===== config.mk =====
export PLATFORM = sky130hd
export DESIGN_NAME = uart_tx_arbiter
export DESIGN_NICKNAME = d
export VERILOG_FILES = /design/src/rtl/uart_tx_arbiter.sv
export SDC_FILE = /design/constraint.sdc
export NUM_CORES = 1
export LEC_CHECK = 0
export CAP_MARGIN = 0
export CORE_UTILIZATION = 43
export CTS_BUF_LIST = sky130_fd_sc_hd__clkbuf_4 sky130_fd_sc_hd__clkbuf_8
export DETAILED_ROUTE_END_ITERATION = 8
export PLACE_DENSITY_LB_ADDON = 0.2
export SLEW_MARGIN = 20
export SYNTH_ARGS = -nofsm -noshare
export SYNTH_HDL_FRONTEND = slang
export SYNTH_SLANG_ARGS = --single-unit

===== constraint.sdc =====
create_clock -name i_clk -period 1.3 [get_ports i_clk]
set_input_delay 0.26 -clock i_clk [delete_from_list [all_inputs] [get_ports i_clk]]
set_output_delay 0.26 -clock i_clk [all_outputs]
set_load 0.01 [all_outputs]

===== src/rtl/uart_tx_arbiter.sv =====
// Two-port round-robin arbiter feeding a single UART transmitter.
// One byte per grant, then waits for the transmitter's busy cycle and an idle gap.
module uart_tx_arbiter #(
    parameter int IDLE_GAP     = 3,
    parameter int BUSY_TIMEOUT = 4
) (
    input  logic       i_clk,
    input  logic       i_rst,
    input  logic       i_req0_valid,
    input  logic [7:0] i_req0_data,
    output logic       o_req0_ack,
    input  logic       i_req1_valid,
    input  logic [7:0] i_req1_data,
    output logic       o_req1_ack,
    input  logic       i_tx_busy,
    output logic [7:0] o_tx_data,
    output logic       o_tx_en,
    output logic       o_busy,
    output logic       o_grant,
    output logic       o_err_timeout,
    input  logic       i_clr_err,
    output logic [1:0] o_dbg_state
);

    // Handshake: a requester holds valid and data stable until it sees a
    // one-cycle ack; requests are only sampled in IDLE, nothing is buffered.
    typedef enum logic [1:0] {
        ST_IDLE      = 2'd0,
        ST_SEND      = 2'd1,
        ST_WAIT_BUSY = 2'd2,
        ST_GAP       = 2'd3
    } state_t;

    state_t     state_q, state_d;
    logic [7:0] tx_data_q, tx_data_d;
    logic       tx_en_q, tx_en_d;
    logic       ack0_q, ack0_d;
    logic       ack1_q, ack1_d;
    logic       grant_q, grant_d;
    logic       ptr_q, ptr_d;
    logic       err_q, err_d;
    logic [3:0] tmo_cnt_q, tmo_cnt_d;
    logic [2:0] gap_cnt_q, gap_cnt_d;
    logic       pick;
    logic       err_set;

    always_comb begin
        state_d   = state_q;
        tx_data_d = tx_data_q;
        tx_en_d   = 1'b0;
        ack0_d    = 1'b0;
        ack1_d    = 1'b0;
        grant_d   = grant_q;
        ptr_d     = ptr_q;
        tmo_cnt_d = tmo_cnt_q;
        gap_cnt_d = gap_cnt_q;
        pick      = 1'b0;
        err_set   = 1'b0;

        case (state_q)
            ST_IDLE: begin
                if (i_req0_valid || i_req1_valid) begin
                    // Both pending: pointer decides; otherwise the lone requester wins.
                    pick      = (i_req0_valid && i_req1_valid) ? ptr_q : i_req1_valid;
                    state_d   = ST_SEND;
                    tx_data_d = pick ? i_req1_data : i_req0_data;
                    tx_en_d   = 1'b1;
                    ack0_d    = ~pick;
                    ack1_d    = pick;
                    grant_d   = pick;
                    ptr_d     = ~pick;
                end
            end
            ST_SEND: begin
                state_d   = ST_WAIT_BUSY;
                tmo_cnt_d = 4'd0;
            end
            ST_WAIT_BUSY: begin
                if (i_tx_busy) begin
                    state_d   = ST_GAP;
                    gap_cnt_d = 3'd0;
                end else if (tmo_cnt_q == 4'(BUSY_TIMEOUT - 1)) begin
                    err_set   = 1'b1;
                    state_d   = ST_GAP;
                    gap_cnt_d = 3'd0;
                    tmo_cnt_d = 4'd0;
                end else begin
                    tmo_cnt_d = tmo_cnt_q + 4'd1;
                end
            end
            ST_GAP: begin
                // Only an unbroken run of idle cycles releases the arbiter.
                if (i_tx_busy) begin
                    gap_cnt_d = 3'd0;
                end else if (gap_cnt_q == 3'(IDLE_GAP - 1)) begin
                    state_d   = ST_IDLE;
                    gap_cnt_d = 3'd0;
                end else begin
                    gap_cnt_d = gap_cnt_q + 3'd1;
                end
            end
            default: state_d = ST_IDLE;
        endcase

        if (err_set) begin
            err_d = 1'b1;
        end else if (i_clr_err) begin
            err_d = 1'b0;
        end else begin
            err_d = err_q;
        end
    end

    always_ff @(posedge i_clk or posedge i_rst) begin
        if (i_rst) begin
            state_q   <= ST_IDLE;
            tx_data_q <= 8'h00;
            tx_en_q   <= 1'b0;
            ack0_q    <= 1'b0;
            ack1_q    <= 1'b0;
            grant_q   <= 1'b0;
            ptr_q     <= 1'b0;
            err_q     <= 1'b0;
            tmo_cnt_q <= 4'd0;
            gap_cnt_q <= 3'd0;
        end else begin
            state_q   <= state_d;
            tx_data_q <= tx_data_d;
            tx_en_q   <= tx_en_d;
            ack0_q    <= ack0_d;
            ack1_q    <= ack1_d;
            grant_q   <= grant_d;
            ptr_q     <= ptr_d;
            err_q     <= err_d;
            tmo_cnt_q <= tmo_cnt_d;
            gap_cnt_q <= gap_cnt_d;
        end
    end

    assign o_tx_data     = tx_data_q;
    assign o_tx_en       = tx_en_q;
    assign o_req0_ack    = ack0_q;
    assign o_req1_ack    = ack1_q;
    assign o_grant       = grant_q;
    assign o_err_timeout = err_q;
    assign o_busy        = (state_q != ST_IDLE);
    assign o_dbg_state   = state_q;

endmodule


==> results of run 1 <==
[Yosys cell counts, types with 3 or more instances]
cell type and instances:
nand3_1 5, dfrtp_1 23, o21ai_0 3, nand2b_1 3, a21oi_1 5, nor2b_1 3, and2_1 7, nor2_1 7
o21ai_1 3, o22ai_1 3, a221o_1 6, nand2_1 3, ha_1 5, inv_1 12
[cells by family (layout without fill, tap and decap cells)]
group	count (synthesis)	in the layout	synth area share, %
compound gates	32	32	19.8
mux	2	2	1.69
fa+ha+maj	5	5	5.30
buf+inv	16	98	5.72
flops	23	23	48.7
simple gates	37	37	18.8
[worst reg2reg max path: cells and delay by family, from the launching register on]
kind / cells / cell delay, ps
and+or+nand+nor: 1 / 140
DFF: 1 / 440
AOI/OAI and AO/OA: 2 / 330
buffers and inverters: 3 / 330
adders and majority gates: 1 / 160
[area by class of cell]
type / instances / area (um^2)
Sequential cell: 23 / 578
Timing Repair Buffer: 80 / 762
Inverter: 14 / 57.6
Multi-Input combinational cell: 76 / 673
Fill cell: 146 / 407
Tap cell: 30 / 37.5
Clock buffer: 4 / 30.0
[registers in the layout (all words and copies together), names as in the netlist]
| name | cells |
|---|---|
| o_tx_data | 8 |
| o_err_timeout | 1 |
| tmo_cnt_q | 4 |
| o_req1_ack | 1 |
| o_dbg_state | 2 |
| o_tx_en | 1 |
| o_req0_ack | 1 |
| o_grant | 1 |
| gap_cnt_q | 3 |
| ptr_q | 1 |
[metal layers]
metal	GRT usage, %	up-vias
met5	0	-
met4	5.13	0
met3	6.39	5
met2	36.6	33
met1	30.9	582
li1	-	576
[stage by stage]
stage          setup TNS, ps  hold slack [ps]
3_5_place_dp           -6090              482
2_1_floorplan          -1260              262
6_report               -2620              243
4_1_cts                -2200              254
5_1_grt                -4090              241
3_3_place_gp           -5280              461
[cell usage in the layout (no fill, tap or decap), types with 3 or more instances in the layout]
cell type / n
a221o_1: 6
nor2_1: 4
buf_4: 33
clkdlybuf4s50_1: 21
dfrtp_1: 21
inv_2: 3
a21oi_2: 3
nand2b_1: 3
inv_1: 9
o22ai_1: 3
and2_1: 5
clkdlybuf4s15_1: 8
o21ai_0: 3
buf_6: 8
nand3_1: 4
buf_12: 3
dlygate4sd2_1: 5
clkbuf_4: 4
[final timing paths]
check	from	end	slack (ps)
min in group i_clk	o_grant	o_grant	490
worst min-delay path	i_rst	o_tx_data[1]	240
max in group asynchronous	i_rst	o_dbg_state[1]	910
worst max-delay path	o_dbg_state[0]	o_tx_data[5]	-220
worst max register to register	o_dbg_state[0]	o_tx_data[5]	-220
worst min register to register	o_grant	o_grant	490
[report_power, final]
| part | internal (mW) | switching [mW] | total, mW |
|---|---|---|---|
| sequential | 0.980 | 0.137 | 1.12 |
| combinational | 1.66 | 1.27 | 2.93 |
| clock | 0.141 | 0.223 | 0.365 |
[repair_timing]
| item | 4_1_cts | 5_1_grt |
|---|---|---|
| cloned | 1 | 0 |
| resized for setup | 45 | 25 |
| pin swaps | 7 | 8 |
| endpoints found under the setup margin | 37 | 32 |
| setup buffers | 7 | 8 |
==> metrics.cfg, run 1 <==
[cts]
clockBufferDepth = 2
clk_pin_slew_ps = 120
cts-htree-levels = 1
clock-root-buffer = clkbuf_4
cts.sink_count = 23
clkLatencyLatePin_ps = 330
cts_tree = built
numCtsBuffers = 3
cts_hold_buf = 0

[grt]
grt_first_pass_wirelength_um = 4750
grt_max_degree = 24
antenna_found_initial = 0
grtUsageTotal_pct = 23.0
gr-total-overflow = 0
grt_pass1_vias = 1028

[drt]
dr_wl_met3_um = 164
met2_length_um = 1670
remaining_drc_errors = 0
vias_per_cell = 5.27
wl_met1_um = 1440
first_pass_iters = 4
vias = 1196
ant_nets = 0
drt_iter0_markers = 28
wire_per_inst_um = 14.6
routed.top_layer = met4
wirelength_um = 3320

[sta]
rsz0062_at_grt = true
drv_slew = 0
finalHoldViolations = 0
worst_pin_slew_ps = 332
period_minus_slack_ps = 1520
finalClockSkew_ps = 4.59
min_period_over_period_pct = 117
final-setup-viol-count = 21
slew_headroom_pct = 77.9
fin_ws_ps = -215
fmax_mhz = 660

[floorplan]
num_rows = 18
io_pins = 38
die_h_um = 54.4
die_area_um2 = 2960
die_width_um = 54.4
start_util_pct = 46.4
core_area_um2 = 2540

[pwr]
p_leak_nw = 0.968
total_power_mw = 4.41
irDropWorstVdd_uv = 1730
p_per_area_nw_per_um2 = 2060

[final_layout]
antenna_cells = 0
area_delta_synth_final_pct = 81.0
final_area_um2 = 2140
final_util_pct = 84.0
drive_gt1_share_pct = 44.2
layout.cells.non_filler = 227
final_nets = 225

[synth]
synth_area_leaders = dfrtp_1 (49%), ha_1 (5.3%), a221o_1 (5.1%), inv_1 (3.8%), and2_1 (3.7%)
synth_edf_count = 0
ys_seq_area_share_pct = 48.7
syn_nets = 142
netlist-cell-type-count = 37
synth_ff_type = dfrtp_1
synthArstFlopShare_pct = 100
yosysWarnings = 0
netlist_area_um2 = 1180
avgSynthCellArea_um2 = 10.3
synthCells = 115
yosys.area.top_type = dfrtp_1
ys_seq_elements = 23
synth_top_area_share_pct = 48.7

[worst_setup_path]
required_ps = 1520
slowest_delay_ps = 440
start_kind = flop
crit_arrival_ps = 1740
criticalPathCategory = reg2reg
crit_path_max_fanout = 7
critPathTopFamily = flip-flops
critical_path.cell_chain = inv_4, ha_4, buf_6, o21ai_4, buf_12, and2_1, a221o_1
crit_path_end_kind = flop
path_depth = 7
worstRegToRegCells = 7
crit_buf_inv = 3
cp_slowest_cell = dfrtp_2

[outcome]
status = finished with violations
violations = setup timing

[placement]
hpwl_um = 2160
dp.cells = 207
port_buffers = 37
gp_congestion = 0.886
pre_cts_ws_ps = -449
placed_cell_area_um2 = 1850

[worst_hold_path]
hp-class = in2async

[job]
drv_cap = 0

No activity file was read; power rests on OpenSTA's default activity.
==> inputs of run 2 (changes only) <==
- CORE_UTILIZATION: 43 -> 30
- CTS_CLUSTER_SIZE: default -> 10
==> run 2 against run 1 <==
Compared with the run above:
- the run still ends with setup timing left
- critical path type unchanged
- clock-buffer cell count is 1 lower
- power decreased by 2.0%
- highest routed layer unchanged
- largest cell class unchanged
- cell area shrank 0.12%
- critical endpoint is now gap_cnt_q[2]
==> metrics.cfg, run 2 (synthesis results as in run 1) <==
[worst_setup_path]
crit_path_end_kind = flop  ; unchanged
required_ps = 1440  ; was 1520 ps
criticalPathCategory = reg2reg  ; unchanged
crit_path_max_fanout = 5  ; was 7
crit_arrival_ps = 1630  ; was 1740 ps
start_kind = flop  ; unchanged

[final_layout]
largest_register_ffs = 8  ; unchanged
layout.cells.non_filler = 243  ; was 227
final_area_um2 = 2140  ; about the same
final_util_pct = 57.5  ; was 84.0%
final_common_cell = buf_4  ; unchanged
fillCellCount = 338  ; was 146
drive_gt1_share_pct = 44.6  ; was 44.2%
area_delta_synth_final_pct = 80.8  ; was 81.0%
final_cell_mix = buf_4 (29), dfrtp_1 (21), clkdlybuf4s50_1 (20)  ; was buf_4 (33), dfrtp_1 (21), clkdlybuf4s50_1 (21)
final_nets = 223  ; was 225
antenna_cells = 0  ; unchanged

[pwr]
power.share.switching_pct = 36.1  ; was 36.9%
pwr-share-comb_pct = 63.6  ; was 66.4%
pwr-share-clk_pct = 10.2  ; was 8.3%
p_sw_mw = 1.56  ; was 1.63 mW
p_per_area_nw_per_um2 = 2020  ; was 2060 nW/um^2
total_power_mw = 4.32  ; was 4.41 mW
irDropWorstVdd_uv = 921  ; was 1730 uV
intPower_mw = 2.76  ; was 2.78 mW
p_leak_nw = 0.973  ; was 0.968 nW
power_frac_seq_pct = 26.2  ; was 25.3%

[drt]
first_pass_iters = 4  ; unchanged
vias_per_cell = 4.79  ; was 5.27
wirelength_um = 3200  ; was 3320 um
wl_met1_um = 1360  ; was 1440 um
dr_wl_met3_um = 115  ; was 164 um
met2_length_um = 1700  ; was 1670 um
drt_iter0_markers = 41  ; was 28
routed.top_layer = met4  ; unchanged
ant_nets = 0  ; unchanged
wire_per_inst_um = 13.2  ; was 14.6 um
remaining_drc_errors = 0  ; unchanged
vias = 1164  ; was 1196

[outcome]
status = finished with violations  ; unchanged
violations = setup timing  ; unchanged

[sta]
rsz0062_at_grt = true  ; unchanged
finalClockSkew_ps = 3.80  ; was 4.59 ps
drv_slew = 0  ; unchanged
period_minus_slack_ps = 1490  ; was 1520 ps
min_period_over_period_pct = 114  ; was 117%
tns_ps = -2210  ; was -2620 ps
worst_pin_slew_ps = 313  ; was 332 ps
fin_ws_ps = -187  ; was -215 ps
fmax_mhz = 673  ; was 660 MHz
slew_headroom_pct = 79.1  ; was 77.9%
fin_hold_ws_ps = 320  ; was 243 ps
final-setup-viol-count = 18  ; was 21
finalHoldViolations = 0  ; unchanged

[cts]
cts-htree-levels = 1  ; unchanged
clockBufferDepth = 2  ; unchanged
clk_pin_slew_ps = 80  ; was 120 ps
numCtsBuffers = 3  ; unchanged
clkLatencyLatePin_ps = 260  ; was 330 ps
cts_hold_buf = 0  ; unchanged
cts.sink_count = 23  ; unchanged
clock-root-buffer = clkbuf_8  ; was clkbuf_4
cts_tree = built  ; unchanged

[floorplan]
num_rows = 22  ; was 18
die_width_um = 64.7  ; was 54.4 um
die_area_um2 = 4190  ; was 2960 um^2
io_pins = 38  ; unchanged
start_util_pct = 31.8  ; was 46.4%
core_area_um2 = 3720  ; was 2540 um^2
die_h_um = 64.7  ; was 54.4 um

[placement]
port_buffers = 37  ; unchanged
pre_cts_ws_ps = -451  ; was -449 ps
dp.cells = 228  ; was 207
hpwl_um = 2410  ; was 2160 um
placed_cell_area_um2 = 1890  ; was 1850 um^2
gp_congestion = 0.761  ; was 0.886

[grt]
gr-total-overflow = 0  ; unchanged
grt_first_pass_wirelength_um = 5250  ; was 4750 um
antenna_found_initial = 0  ; unchanged
grtUsageTotal_pct = 16.3  ; was 23.0%
grt_max_degree = 24  ; unchanged
grt_pass1_vias = 1188  ; was 1028

[worst_hold_path]
hp-class = in2async  ; unchanged

[job]
drv_cap = 0  ; unchanged

run 2: cell count changes in the layout (fill, tap and decap cells not counted), moves of 3 or more:
cell / before / now
dlygate4sd2_1: 5 / 14
clkdlybuf4s15_1: 8 / 0
and2_4: 2 / 6
clkbuf_8: 0 / 3
o21ai_1: 1 / 4
clkbuf_4: 4 / 0
and2_1: 5 / 1
buf_6: 8 / 11
buf_4: 33 / 29
run 2: path summary, 6_finish.rpt:
kind                               from             end  slack, ps  cells after the start
setup / recovery           tmo_cnt_q[0]    gap_cnt_q[2]       -190                      4
hold / removal                    i_rst    tmo_cnt_q[1]        320                      3
setup reg to reg           tmo_cnt_q[0]    gap_cnt_q[2]       -190                      4
hold reg to reg                 o_grant         o_grant        480                      1
max in group asynchronous         i_rst  o_dbg_state[0]        830                      3
min in group i_clk              o_grant         o_grant        480                      1
run 2: cell type report:
class | instances | area [um^2] | share of cell area [%]
timing repair buffer | 78 | 714 | 33.5
multi-input combinational | 76 | 674 | 31.6
sequential | 23 | 578 | 27.1
inverter | 14 | 62.6 | 2.93
tap | 48 | 60.1 | 2.81
clock buffer | 3 | 41.3 | 1.93
clock inverter | 1 | 5.00 | 0.234
run 2: what timing repair did:
item	in CTS	in global routing
gates cloned	0	0
setup endpoints to repair	37	23
pin swaps	14	6
gates resized for setup	53	15
buffers inserted	7	4
run 2: per-layer routing:
metal / global-route usage (%) / up-vias
met1: 20.3 / 548
li1: - / 579
met2: 28.6 / 33
met5: 0 / -
met4: 5.28 / 0
met3: 2.29 / 4
run 2: worst max-delay path: stages (launching register included):
cell and delay [ps]:
dfrtp_1 360, ha_2 190, or3b_4 420, a221oi_2 280, o22ai_1 110
run 2: power by group through the flow:
stage	clock, mW	sequential (mW)	combinational (mW)
4_1_cts	0.457	1.12	2.58
6_report	0.442	1.13	2.75
3_3_place_gp	0	1.12	2.21
2_1_floorplan	0	1.24	1.01
3_5_place_dp	0	1.12	2.27
5_1_grt	0.484	1.17	2.96
==> inputs of run 3 (changes only) <==
- CORE_MARGIN: default -> 2
- SLEW_MARGIN: 20 -> 10
==> run 3 against run 2 <==
Compared with the run above:
- the run still ends with setup timing left
- power up 3.3%
- utilization up 0.88 points
- die area up 6.3%
- first-iteration DRC count up 29%
- register-to-register slack about the same
- cell count down 0.41%
- highest routed layer unchanged
- largest cell class unchanged
==> metrics.cfg, run 3 (synthesis results as in run 1) <==
[floorplan]
start_util_pct = 31.8  ; unchanged
die_area_um2 = 4450  ; was 4190 um^2
core_area_um2 = 3720  ; unchanged
io_pins = 38  ; unchanged
die_width_um = 66.7  ; was 64.7 um
die_h_um = 66.7  ; was 64.7 um
num_rows = 22  ; unchanged

[drt]
remaining_drc_errors = 0  ; unchanged
wirelength_um = 3440  ; was 3200 um
wire_per_inst_um = 14.2  ; was 13.2 um
ant_nets = 0  ; unchanged
first_pass_iters = 4  ; unchanged
drt_iter0_markers = 53  ; was 41
vias = 1200  ; was 1164
vias_per_cell = 4.96  ; was 4.79

[cts]
clk_pin_slew_ps = 90  ; was 80 ps
cts-htree-levels = 1  ; unchanged
clkLatencyLatePin_ps = 270  ; was 260 ps
clock-root-buffer = clkbuf_8  ; unchanged
cts_hold_buf = 0  ; unchanged
cts.sink_count = 23  ; unchanged
clockBufferDepth = 2  ; unchanged
cts_tree = built  ; unchanged
numCtsBuffers = 3  ; unchanged

[final_layout]
final_nets = 222  ; was 223
largest_register_ffs = 8  ; unchanged
area_delta_synth_final_pct = 83.6  ; was 80.8%
final_cell_mix = buf_4 (29), dfrtp_1 (21), clkdlybuf4s50_1 (21)  ; was buf_4 (29), dfrtp_1 (21), clkdlybuf4s50_1 (20)
drive_gt1_share_pct = 46.4  ; was 44.6%
fillCellCount = 336  ; was 338
antenna_cells = 0  ; unchanged
final_common_cell = buf_4  ; unchanged

[worst_setup_path]
required_ps = 1450  ; was 1440 ps
slowest_delay_ps = 420  ; about the same
start_kind = flop  ; unchanged
criticalPathCategory = reg2reg  ; unchanged
crit_path_end_kind = flop  ; unchanged
cp_slowest_cell = or3b_4  ; unchanged
crit_path_max_fanout = 5  ; unchanged
critical_path.cell_chain = ha_2, or3b_4, a221oi_2, mux2i_1  ; was ha_2, or3b_4, a221oi_2, o22ai_1
crit_arrival_ps = 1630  ; about the same

[sta]
min_period_over_period_pct = 114  ; about the same
finalClockSkew_ps = 7.83  ; was 3.80 ps
slew_headroom_pct = 78.5  ; was 79.1%
period_minus_slack_ps = 1480  ; was 1490 ps
finalHoldViolations = 0  ; unchanged
fin_ws_ps = -180  ; was -187 ps
rsz0062_at_grt = true  ; unchanged
final-setup-viol-count = 21  ; was 18
worst_pin_slew_ps = 323  ; was 313 ps
drv_slew = 0  ; unchanged
fmax_mhz = 676  ; was 673 MHz
tns_ps = -2210  ; about the same

[grt]
antenna_found_initial = 0  ; unchanged
gr-total-overflow = 0  ; unchanged
grt_max_degree = 24  ; unchanged
grt_pass1_vias = 1318  ; was 1188
grtUsageTotal_pct = 16.7  ; was 16.3%
grt_first_pass_wirelength_um = 5680  ; was 5250 um

[pwr]
total_power_mw = 4.46  ; was 4.32 mW
irDropWorstVdd_uv = 978  ; was 921 uV
p_leak_nw = 0.977  ; was 0.973 nW
p_per_area_nw_per_um2 = 2060  ; was 2020 nW/um^2

[placement]
port_buffers = 37  ; unchanged
pre_cts_ws_ps = -478  ; was -451 ps
gp_congestion = 0.760  ; was 0.761
hpwl_um = 2430  ; was 2410 um

[job]
drv_cap = 0  ; unchanged

[worst_hold_path]
hp-class = in2async  ; unchanged

[outcome]
violations = setup timing  ; unchanged
status = finished with violations  ; unchanged

[run 3: cell count changes in the layout (fill, tap and decap cells not counted), sizes merged]
cell / before / now
dlygate4sd2: 14 / 13
buf: 44 / 43
clkdlybuf4s50: 20 / 21
[run 3: cell type report]
cell class,instances,area [um^2],share of cell area (%)
Multi-Input combinational cell,76,698,32.2
Tap cell,48,60.1,2.77
Inverter,14,62.6,2.89
Clock inverter,1,5.00,0.231
Timing Repair Buffer,77,723,33.4
Clock buffer,3,41.3,1.90
Sequential cell,23,578,26.7
[run 3: routing by layer]
| metal | routed length, um | part of all wire (%) | up-vias | global-route usage, % |
|---|---|---|---|---|
| met5 | 0 | 0 | - | 0 |
| met4 | 18 | 0.52 | 0 | 2.55 |
| met3 | 140 | 4.1 | 2 | 4.05 |
| met2 | 1860 | 54 | 31 | 31.0 |
| met1 | 1420 | 41 | 594 | 19.5 |
| li1 | - | - | 573 | - |
[run 3: path summary, 6_finish.rpt]
| check | startpoint | end | slack (ps) | depth (start not counted) |
|---|---|---|---|---|
| max reg2reg | tmo_cnt_q[0] | gap_cnt_q[1] | -180 | 4 |
| max in group asynchronous | i_rst | o_dbg_state[0] | 840 | 3 |
| min in group i_clk | o_grant | o_grant | 500 | 1 |
| min reg2reg | o_grant | o_grant | 500 | 1 |
| max | tmo_cnt_q[0] | gap_cnt_q[1] | -180 | 4 |
| min | i_rst | o_dbg_state[1] | 310 | 3 |
[run 3: report_power, final]
part | internal [mW] | total [mW] | leakage (nW) | switching [mW]
logic | 1.64 | 2.87 | 0.660 | 1.23
clock network | 0.214 | 0.456 | 0.0255 | 0.242
registers | 0.983 | 1.14 | 0.291 | 0.153
total | 2.83 | 4.46 | 0.977 | 1.63
[run 3: worst max-delay path: cells and delay by family (launching register included)]
| family | cells | cell delay (ps) |
|---|---|---|
| simple gates | 1 | 420 |
| flops | 1 | 360 |
| compound gates | 1 | 280 |
| fa+ha+maj | 1 | 180 |
| mux | 1 | 110 |
[run 3: what timing repair did]
item	in CTS	in global routing
resized for setup	53	17
gates cloned	0	0
setup buffers	7	3
endpoints found under the setup margin	37	24
pin swaps	15	5
[run 3: through the flow]
step | area, um^2 | utilization [%] | hold WS (ps) | std cells
global route | 2170 | 58.4 | 340 | 242
finish | 2170 | 58.4 | 312 | 242
CTS | 2080 | 55.9 | 316 | 239
global placement | 1890 | 50.9 | 471 | 228
detailed placement | 1890 | 50.9 | 479 | 228
floorplan | 1230 | - | 262 | 115
